===== config.mk =====
export PLATFORM = sky130hd
export DESIGN_NAME = fetch_stage
export DESIGN_NICKNAME = d
export VERILOG_FILES = /design/src/rtl/fetch_stage.sv
export SDC_FILE = /design/constraint.sdc
export NUM_CORES = 1
export LEC_CHECK = 0
export CAP_MARGIN = 20
export CORE_UTILIZATION = 40
export DETAILED_ROUTE_END_ITERATION = 8
export HOLD_SLACK_MARGIN = 0.12
export PLACE_DENSITY = 0.74
export SLEW_MARGIN = 20
export SYNTH_ARGS = -nofsm -noshare
export SYNTH_HDL_FRONTEND = slang
export SYNTH_SLANG_ARGS = --single-unit

===== constraint.sdc =====
create_clock -name clk -period 9.6 [get_ports clk]
set_input_delay 2.88 -clock clk [delete_from_list [all_inputs] [get_ports clk]]
set_output_delay 2.88 -clock clk [all_outputs]
set_load 0.005 [all_outputs]

===== src/rtl/fetch_stage.sv =====
// -----------------------------------------------------------------------------
// fetch_stage
//
// Instruction fetch stage feeding the opcode decoder. Holds the PC, issues one
// word request at a time to instruction memory (req/gnt/rvalid handshake),
// buffers returned words in a 2-entry FIFO and presents the head entry to
// decode under a valid/ready handshake. A redirect flushes the FIFO and
// cancels any in-flight fetch.
//
// Ports:
//   clk          in   clock, all state updates on the rising edge
//   rst_n        in   synchronous active-low reset
//   imem_req     out  fetch request for imem_addr
//   imem_addr    out  current PC
//   imem_gnt     in   memory accepted the request this cycle
//   imem_rvalid  in   response word valid (at most one per grant)
//   imem_rdata   in   instruction word
//   redirect     in   taken branch/jump from downstream
//   redirect_pc  in   new PC when redirect
//   id_ready     in   decode accepts the head instruction
//   id_valid     out  head instruction present
//   id_instr     out  head instruction
//   id_op        out  id_instr[31:26]
//   id_pc        out  PC of head instruction
//   id_illegal   out  id_valid and id_op is not a known opcode
// -----------------------------------------------------------------------------
module fetch_stage #(
    parameter int                ADDR_W   = 32,
    parameter logic [ADDR_W-1:0] RESET_PC = '0
) (
    input  logic              clk,
    input  logic              rst_n,
    output logic              imem_req,
    output logic [ADDR_W-1:0] imem_addr,
    input  logic              imem_gnt,
    input  logic              imem_rvalid,
    input  logic [31:0]       imem_rdata,
    input  logic              redirect,
    input  logic [ADDR_W-1:0] redirect_pc,
    input  logic              id_ready,
    output logic              id_valid,
    output logic [31:0]       id_instr,
    output logic [5:0]        id_op,
    output logic [ADDR_W-1:0] id_pc,
    output logic              id_illegal
);

    // S_FETCH: nothing outstanding; S_WAIT: granted request, response pending;
    // S_DISCARD: response pending but it belongs to a cancelled fetch.
    typedef enum logic [1:0] {
        S_FETCH   = 2'd0,
        S_WAIT    = 2'd1,
        S_DISCARD = 2'd2
    } state_t;

    state_t            state;
    state_t            state_next;
    logic [ADDR_W-1:0] pc;
    logic [ADDR_W-1:0] tag;          // PC of the in-flight request
    logic [1:0]        count;        // FIFO occupancy, 0..2
    logic [31:0]       q_instr [2];  // entry 0 is always the head
    logic [ADDR_W-1:0] q_pc    [2];

    logic       pop;
    logic       push;
    logic       fire;
    logic       room;
    logic [1:0] slots;

    function automatic logic op_legal(input logic [5:0] op);
        case (op)
            6'd0, 6'd1, 6'd2, 6'd3, 6'd4,
            6'd10, 6'd11, 6'd12, 6'd13, 6'd14,
            6'd20, 6'd21, 6'd30, 6'd31: op_legal = 1'b1;
            default:                    op_legal = 1'b0;
        endcase
    endfunction

    assign imem_addr  = pc;
    assign id_valid   = (count != 2'd0);
    assign id_instr   = q_instr[0];
    assign id_pc      = q_pc[0];
    assign id_op      = id_instr[31:26];
    assign id_illegal = id_valid & ~op_legal(id_op);
    assign pop        = id_valid & id_ready;

    always_comb begin
        // NOTE: every signal written here gets a default first so no path
        // leaves it unassigned, which would otherwise infer a latch.
        state_next = state;
        // A pending response reserves a FIFO slot, so a request is only made
        // when the word it returns is guaranteed somewhere to land.
        slots = count + {1'b0, state == S_WAIT};
        room  = (slots < 2'd2) | (pop & (slots == 2'd2));
        imem_req = rst_n & ~redirect & room &
                   ((state == S_FETCH) | ((state == S_WAIT) & imem_rvalid));
        fire = imem_req & imem_gnt;
        push = (state == S_WAIT) & imem_rvalid & ~redirect;

        case (state)
            S_FETCH: begin
                if (fire) state_next = S_WAIT;
            end
            S_WAIT: begin
                if (redirect)         state_next = imem_rvalid ? S_FETCH : S_DISCARD;
                else if (imem_rvalid) state_next = fire ? S_WAIT : S_FETCH;
            end
            S_DISCARD: begin
                // The cancelled word is dropped on arrival even if another
                // redirect lands in the same cycle; waiting longer would
                // stall forever since no second response will come.
                if (imem_rvalid) state_next = S_FETCH;
            end
            default: state_next = S_FETCH;
        endcase
    end

    always_ff @(posedge clk) begin
        // NOTE: sequential state uses non-blocking assignments so every
        // register samples the pre-edge values regardless of statement order.
        if (!rst_n) begin
            state <= S_FETCH;
            pc    <= RESET_PC;
            tag   <= '0;
            count <= 2'd0;
            // NOTE: the FIFO storage is reset too because its head drives the
            // id_* outputs directly and those must read zero out of reset.
            for (int i = 0; i < 2; i++) begin
                q_instr[i] <= '0;
                q_pc[i]    <= '0;
            end
        end else begin
            state <= state_next;

            if (redirect)  pc <= redirect_pc;
            else if (fire) pc <= pc + ADDR_W'(4);

            if (fire) tag <= pc;

            if (redirect) begin
                count <= 2'd0;
            end else begin
                case ({push, pop})
                    2'b11: begin
                        if (count == 2'd1) begin
                            q_instr[0] <= imem_rdata;
                            q_pc[0]    <= tag;
                        end else begin
                            q_instr[0] <= q_instr[1];
                            q_pc[0]    <= q_pc[1];
                            q_instr[1] <= imem_rdata;
                            q_pc[1]    <= tag;
                        end
                    end
                    2'b10: begin
                        q_instr[count[0]] <= imem_rdata;
                        q_pc[count[0]]    <= tag;
                        count             <= count + 2'd1;
                    end
                    2'b01: begin
                        q_instr[0] <= q_instr[1];
                        q_pc[0]    <= q_pc[1];
                        count      <= count - 2'd1;
                    end
                    default: ;
                endcase
            end
        end
    end

endmodule


Yosys cells after proc, flatten, opt, wreduce, memory -nomap -nowiden:

Memory sizes are Yosys's and may differ from the RTL's.
Index checks and enable logic that the tools add are counted.

* input bits: 70
* logic and storage cells: 96
* memories kept: 3
* RAM bits: 128
* ROM bits: 32
* output and inout bits: 105
* register bits: 68

* order comparisons: 1
* mux-type cells: 44
* add/sub/neg operators: 4
* equality and inequality tests: 10
* bitwise logic cells: 22
* reduce and logical (&&, ||, !) cells: 8

Memory list
* q_instr: words 2, width 32, read ports 2, clocked after memory_dff 0, write ports 2, line 61 `logic [31:0] q_instr [2];`
* q_pc: words 2, width 32, read ports 2, clocked after memory_dff 0, write ports 2, line 62 `logic [ADDR_W-1:0] q_pc [2];`
* (no name shown): words 32, width 1, read ports 1, clocked after memory_dff 0, write ports 0, line 71 `case (op)`

Operators by type and width (count)
* 32-bit 2-to-1 mux: 12
* 32-bit OR reduction: 2
* 32-bit by 3-bit adder with 32-bit output (second input constant): 1
* 1-bit 2-to-1 mux: 25
* 2-bit 2-to-1 mux: 5
* 1-bit OR: 10
* 1-bit bitwise AND: 9
* 2-bit == test (second input constant): 4
* 2-bit by 1-bit == test with 1-bit output (second input constant): 3
* 2-bit one-hot mux with 3 select lines: 1
* 2-bit nonzero test: 3
* 2-bit inequality test (second input constant): 2
* 2-bit one-hot mux with 2 select lines: 1
* 3-bit inequality test (second input constant): 1
* 1-bit inverter: 3
* 3-bit AND reduction: 1
* 2-bit by 1-bit adder with 2-bit output: 1
* 2-bit by 1-bit adder with 2-bit output (second input constant): 1
* 2-bit zero test: 1
* 2-bit less-than comparator (second input constant): 1
* 2-bit OR reduction: 1
* 2-bit by 1-bit subtractor with 2-bit output (second input constant): 1

Longest topological paths before layout:

* depth after elaboration: 12
* gate-level depth with buffers: 12
* depth with buffers taken out: 10

Worst setup path before layout:

No wires, ideal clock.

* path type: in2reg
* from: input redirect
* to: memory q_instr[1][0] (enable)
* data arrival time: 8.536 ns
* setup slack: 0.490 ns
* cell stages on the path: 9
* library setup time: 0.574 ns
* data required time: 9.026 ns
* path buffers: 2
* cell sequence: buf_6 -> inv_1 -> clkbuf_1 -> nand3_1 -> inv_1 -> ha_1 -> nor2b_1 -> nor2_1 -> o21ai_0

RTL lines
* from (decl): line 38 `input logic redirect,`
* to (decl): line 61

Worst setup path in the final report:

* from: input rst_n
* to: output imem_req

* longest elaborated chain between the ends: 3

RTL lines
* from (decl): line 32 `input logic rst_n,`
* 1-bit bitwise AND (3 in a row): line 95 `imem_req = rst_n & ~redirect & room &`
* to (decl): line 33 `output logic imem_req,`

Every way passes these cells.

==> results by group <==
Outcome
  – Status: complete, no violations

Global route
  – Global-route wire length before repair: 32,000 µm
  – Largest net degree at the start of global routing: between 60 and 70
  – Total grt overflow: 0
  – Vias in the first global route: 5,922
  – Initial antenna violation count: 1
  – Tot GR Track Use: 0.191

Worst setup path
  – Startpoint types: input port
  – Critical Path RT: about 6.7 ns
  – Data arrival time of the critical path: just over 5 ns
  – RR Startpoint: count[0]$_SDFFE_PP0P_
  – Crit path kind: in -> out
  – CP peak stage delay: between 0.5 and 0.6 ns
  – Most frequent CP cell: clkdlybuf4s50_1
  – CP Cell Sequence: clkdlybuf4s50_1 > buf_4 > nand2b_4 > or3_4 > nor3_1 > clkdlybuf4s50_1
  – CP Launch Point: rst_n
  – Crit-path slowest cell: clkdlybuf4s50_1
  – CP Capture Type: primary output
  – CP max FO: 24

STA
  – Max Clk Rate: about 130 MHz
  – Setup Viol. Count Final: 0
  – Sum Neg Setup Slack: 0 ns
  – Slew HR: 0.329
  – Worst Skew: between 0.01 and 0.015 ns
  – Worst slew pin tran: 1.01 ns
  – Fin. max-slew vios: 0
  – RSZ-0062 raised after global routing: no
  – Tcrit/Tclk final: 0.825
  – Endpoints failing hold: 0
  – Tmin final: ~7.9 ns

Clock network
  – Clock insertion delay at the later pin of the skew report: about 0.43 ns
  – Sink Count: 196
  – Clock slew at reported path FFs: approximately 0.07 ns
  – H-tree Lvls: 4
  – CTS Buf Count: 17
  – Clock root cell: clkbuf_16
  – CTS tree: yes
  – Cts repair resizes: 0
  – CTS Hold Bufs: 0
  – Max Buffers Root-to-Sink: 2
  – Post-CTS Setup Inserts: 0

Hold path
  – Hold Crit Start: tag[8]$_SDFFE_PN0P_
  – HP Class: reg -> reg

Detailed routing
  – Final WL: a little over 20,000 µm
  – Vias per cell: between 5 and 6
  – DRT antenna net count: 0
  – Routed vias: approximately 6,300
  – Wirelength per Cell: ~18 µm
  – Initial DRC Count: about 460
  – Post-route DRC violation count: 0
  – TritonRoute pass-1 iters: 7

Yosys
  – Syn. warnings: 0
  – Flops & latches, synth: 196
  – Prevailing post-synth register cell: edfxtp_1
  – Synth cell types: between 60 and 70
  – Synth top area share: 0.457
  – Mapped Avg Cell Area: ~12 µm²
  – Post-synth top area cell: edfxtp_1
  – Async SR Flop Fraction: 0
  – Number of flops mapped to enable cells by yosys: around 130
  – Top cells by area, synth: edfxtp_1 46%, dfxtp_1 16%, a22o_1 6.7%
  – Register area share after synthesis: 0.619
  – Syn_nets: roughly 800
  – Cells after Synth: roughly 720
  – Area of the mapped netlist: 8410 µm²

Placed design
  – Port Buf Inserts: 174
  – Gp weighted congestion: 0.811
  – Detailed Place HPWL: 13,000 µm

Floorplan
  – Chip width: roughly 150 µm
  – Die Y: approximately 150 µm
  – Boundary Pins: roughly 180
  – Die area: approximately 22,000 µm²
  – Site row count: 52
  – Core area: between 20,000 and 25,000 µm²
  – Initial Util: 0.412

Pwr
  – Total power: 1800 µW
  – Worst IR Drop VDD: roughly 130 µV
  – Lkg Pwr: around 0.0038 µW
  – Pwr/cell area: around 170 nW/µm²

Final layout
  – Most frequent cells in the layout: 173 x clkdlybuf4s50_1, 128 x edfxtp_1, 94 x nand2_1, 68 x dfxtp_1, 66 x and2_1
  – Diode count: 0
  – Register Area: roughly 5200 µm²
  – P&R area growth vs syn: 29.8%
  – # nets final: between 900 and 1,000
  – Commonest non-fill, non-tap cell in the layout: clkdlybuf4s50_1
  – Layout cell share with drive strength beyond 1: 0.0690
  – FILL cells: approximately 1,800
  – Multi-input gate area: 2920 µm²

Job
  – Max_cap viols: 0
## per-stage QoR
stage | area [µm²] | utilization | setup slack [ns] | hold slack (ns) | cells
2_1_floorplan | 8410 | - | 0.490 | 0.445 | 723
3_3_place_gp | 10300 | 0.505 | 1.70 | 0.462 | 1122
3_5_place_dp | 10300 | 0.506 | 1.68 | 0.461 | 1122
4_1_cts | 10900 | 0.534 | 1.66 | 0.470 | 1154
5_1_grt | 10900 | 0.534 | 1.56 | 0.487 | 1154
6_report | 10900 | 0.534 | 1.68 | 0.470 | 1154
## registers in the layout, summed over array words and instances (netlist names)
register,count
q_instr,64
q_pc,64
state,2
count,2
imem_addr,32
tag,32
## routing by layer
| layer | GRT usage | part of all wire | vias up |
|---|---|---|---|
| li1 | - | - | 2981 |
| met4 | 0.0675 | 0.022 | 2 |
| met3 | 0.0453 | 0.064 | 37 |
| met5 | 0 | 0.00059 | - |
| met2 | 0.306 | 0.47 | 243 |
| met1 | 0.253 | 0.44 | 3000 |
## synth_stat cells (all sizes together), types with 8 or more instances
cell / instances
nor4: 8
clkbuf: 31
nor3: 9
a31oi: 12
a21oi: 52
inv: 19
o21ai: 11
nand4: 15
and2: 66
nand3: 17
edfxtp: 128
dfxtp: 68
nand2: 94
buf: 22
nor2: 16
a22o: 64
## logic make-up after synthesis
logic type,share of synthesized area
simple gates,0.164
flops,0.619
buf+inv,0.0402
xor+xnor,0.00521
mux,0.00238
compound gates,0.159
fa+ha+maj,0.0101
## power breakdown
| part | switching [µW] | internal [µW] |
|---|---|---|
| logic | 62.1 | 75.3 |
| registers | 25.0 | 926 |
| clock network | 321 | 394 |
| total | 408 | 1400 |
## final timing paths
| kind | end | slack (ns) | depth (start not counted) |
|---|---|---|---|
| min reg2reg | tag[8]$_SDFFE_PN0P_ | 0.47 | 2 |
| min | tag[8]$_SDFFE_PN0P_ | 0.47 | 2 |
| max reg2reg | q_pc[0][18]$_DFFE_PP_ | 6.28 | 10 |
| max | imem_req | 1.68 | 6 |
## final cells by class
type                       count  area share
clock buffer                  18      0.0402
multi-input combinational    455       0.268
tap                          270      0.0309
sequential                   196       0.477
clock inverter                14      0.0135
timing repair buffer         182       0.165
inverter                      19     0.00653
## worst max-delay path, delay by kind of cell
kind	cells	cell delay, ns
AND/OR/NAND/NOR	3	0.87
buffers and inverters	3	1.29
(Power assumes the default switching activity.)
==> edit: new RTL, same flow settings <==
Change the parameter `ADDR_W` from 32 to 40.
--- a/src/rtl/fetch_stage.sv
+++ b/src/rtl/fetch_stage.sv
@@ -26,5 +26,5 @@
 // -----------------------------------------------------------------------------
 module fetch_stage #(
-    parameter int                ADDR_W   = 32,
+    parameter int                ADDR_W   = 40,
     parameter logic [ADDR_W-1:0] RESET_PC = '0
 ) (
Ports: changed (resized id_pc, imem_addr and redirect_pc); port bits go from 175 to 199. The function was not compared with the original's and may differ.
==> edit against the original RTL <==
  * Sequential cell count grew 32
  * Worst setup slack worse by 0.32 ns
  * Wire length is 17% higher
  * Sequential power grew 16%
  * Maximum frequency decreased by 3.9%
  * Combinational power rose by 14%
  * Register-to-register slack worse by 0.31 ns
  * Via count rose by 15%
  * Final area increased by 16%
  * Power increased by 23%
  * Non-clock buffer count rose by 27
  * Synthesized area up 14%
  * Count of clock-buffer cells in the layout is 13 higher
  * Critical endpoint unchanged
  * Largest cell class unchanged
  * Largest power group unchanged
==> edit: results <==
# TYPE chip_impl_metric gauge
chip_impl_info{name="outcome",value="finished, final reports clean"} 1
chip_impl_metric{name="cts_buffers",unit=""} 25
chip_impl_metric{name="worst_pin_slew",unit="ns"} 0.968
chip_impl_metric{name="routed_wire_length_per_instance",unit="um"} 17.5
chip_impl_metric{name="yosysSeqAreaShare",unit="%"} 62.8
chip_impl_metric{name="avgViaCountPerCell",unit=""} 5.26
chip_impl_metric{name="synth_nets",unit=""} 935
chip_impl_info{name="netlist_top_cells_area",value="sky130_fd_sc_hd__edfxtp_1, sky130_fd_sc_hd__dfxtp_1, sky130_fd_sc_hd__a22o_1, sky130_fd_sc_hd__and2_1, sky130_fd_sc_hd__nand2_1"} 1
chip_impl_metric{name="fillerInstances",unit=""} 2057
chip_impl_metric{name="antenna_violations_before_repair",unit=""} 4
chip_impl_metric{name="synth_area_per_inst",unit="um2"} 11.2
chip_impl_metric{name="dp_hpwl",unit="um"} 14900
chip_impl_metric{name="crit_path_arrival_time",unit="ns"} 5.36
chip_impl_metric{name="leakage",unit="uW"} 0.00447
chip_impl_metric{name="grt.total_usage",unit="%"} 19.3
chip_impl_metric{name="latest_clock_arrival_within_the_worst_skew_pair",unit="ns"} 0.53
chip_impl_info{name="top_post_synthesis_cells_by_count",value="sky130_fd_sc_hd__edfxtp_1, sky130_fd_sc_hd__nand2_1, sky130_fd_sc_hd__dfxtp_1, sky130_fd_sc_hd__and2_1, sky130_fd_sc_hd__a22o_1"} 1
chip_impl_metric{name="grt_start_max_net_pins",unit=""} 73
chip_impl_metric{name="buffer_levels_on_the_longest_clock_path",unit=""} 3
chip_impl_metric{name="drt_iter0_drc",unit=""} 411
chip_impl_metric{name="port_buffers",unit=""} 198
chip_impl_metric{name="grt_first_pass_wirelength",unit="um"} 37100
chip_impl_metric{name="first_global_vias",unit=""} 6951
chip_impl_info{name="layout_top_registers",value="q_pc (80), q_instr (64)"} 1
chip_impl_metric{name="gp_congestion",unit=""} 0.783
chip_impl_metric{name="irDropWorstVdd",unit="V"} 0.000111
chip_impl_metric{name="pre_cts_slack",unit="ns"} 1.39
chip_impl_metric{name="finalNetCount",unit=""} 1108
chip_impl_metric{name="synth_warnings",unit=""} 0
chip_impl_metric{name="crit_fanout",unit=""} 13
chip_impl_metric{name="cts_setup_buffers",unit=""} 0
chip_impl_metric{name="post_route_cells_drive_above_1_share",unit="%"} 5.66
chip_impl_metric{name="synth-edff-count",unit=""} 144
chip_impl_metric{name="routed_wirelength",unit="um"} 23900
chip_impl_metric{name="netlist-cell-type-count",unit=""} 52
chip_impl_metric{name="dr.pass1.iters",unit=""} 4
chip_impl_metric{name="placed_cells_incl_taps",unit=""} 1316
chip_impl_metric{name="skew",unit="ns"} 0.0172
## edit: cell types whose count changed in the layout (fill, tap and decap cells not counted), sizes merged, moves of 14 or more
| cell | before | now |
|---|---|---|
| and2 | 66 | 80 |
| dfxtp | 68 | 84 |
| nor2 | 16 | 32 |
| clkdlybuf4s50 | 173 | 197 |
| nand2 | 94 | 119 |
| edfxtp | 128 | 144 |
## edit: where the power goes
part	switching (uW)	internal, uW
clock network	388	569
registers	26.3	1070
logic	70.9	84.8
total	485	1730
## edit: worst paths after layout
path | slack, ns | depth (start not counted) | to | from
min reg2reg | 0.47 | 2 | tag[32] | tag[32]
min | 0.47 | 2 | tag[32] | tag[32]
max | 1.36 | 5 | imem_req | rst_n
max reg2reg | 5.97 | 9 | q_instr[1][26] | count[0]
## edit: routing by layer
metal	up-vias	global-route usage, %	wire (um)
met3	46	5.23	2120
li1	3465	-	-
met4	4	5.60	605
met5	-	0	23
met2	267	32.3	11200
met1	3391	24.3	9990
## edit: kinds of logic (layout without fill, tap and decap cells)
group	count (synthesis)	after routing	share of synthesized area, %
AND/OR/NAND/NOR	301	301	15.6
flip-flops	228	228	62.8
AO/OA/AOI/OAI	221	221	16.0
buffers and inverters	82	274	3.50
adder cells (fa/ha/maj)	7	7	0.889
XOR/XNOR	6	6	0.549
multiplexers	6	6	0.667
other	0	2	0
## edit: layout make-up
class	count	area, um2	share of cell area (%)
Antenna cell	2	5.00	0.0396
Clock buffer	31	658	5.20
Clock inverter	15	160	1.27
Inverter	19	71.3	0.564
Multi-Input combinational cell	541	3290	26.0
Sequential cell	228	6010	47.5
Tap cell	319	399	3.16
Timing Repair Buffer	209	2060	16.3
## edit: worst max-delay path: stages
cell                              delay (ns)
sky130_fd_sc_hd__clkdlybuf4s50_1        0.93
sky130_fd_sc_hd__nand2b_1               0.39
sky130_fd_sc_hd__a211o_1                0.42
sky130_fd_sc_hd__nor3_1                 0.20
sky130_fd_sc_hd__clkdlybuf4s50_1        0.53
## edit: stage by stage
stage                     util [%]  cell area (um2)
after floorplan                  -             9570
after global placement        50.4            11800
after detailed placement      50.4            11800
after CTS                     53.8            12600
after global routing          53.9            12600
final                         53.9            12600
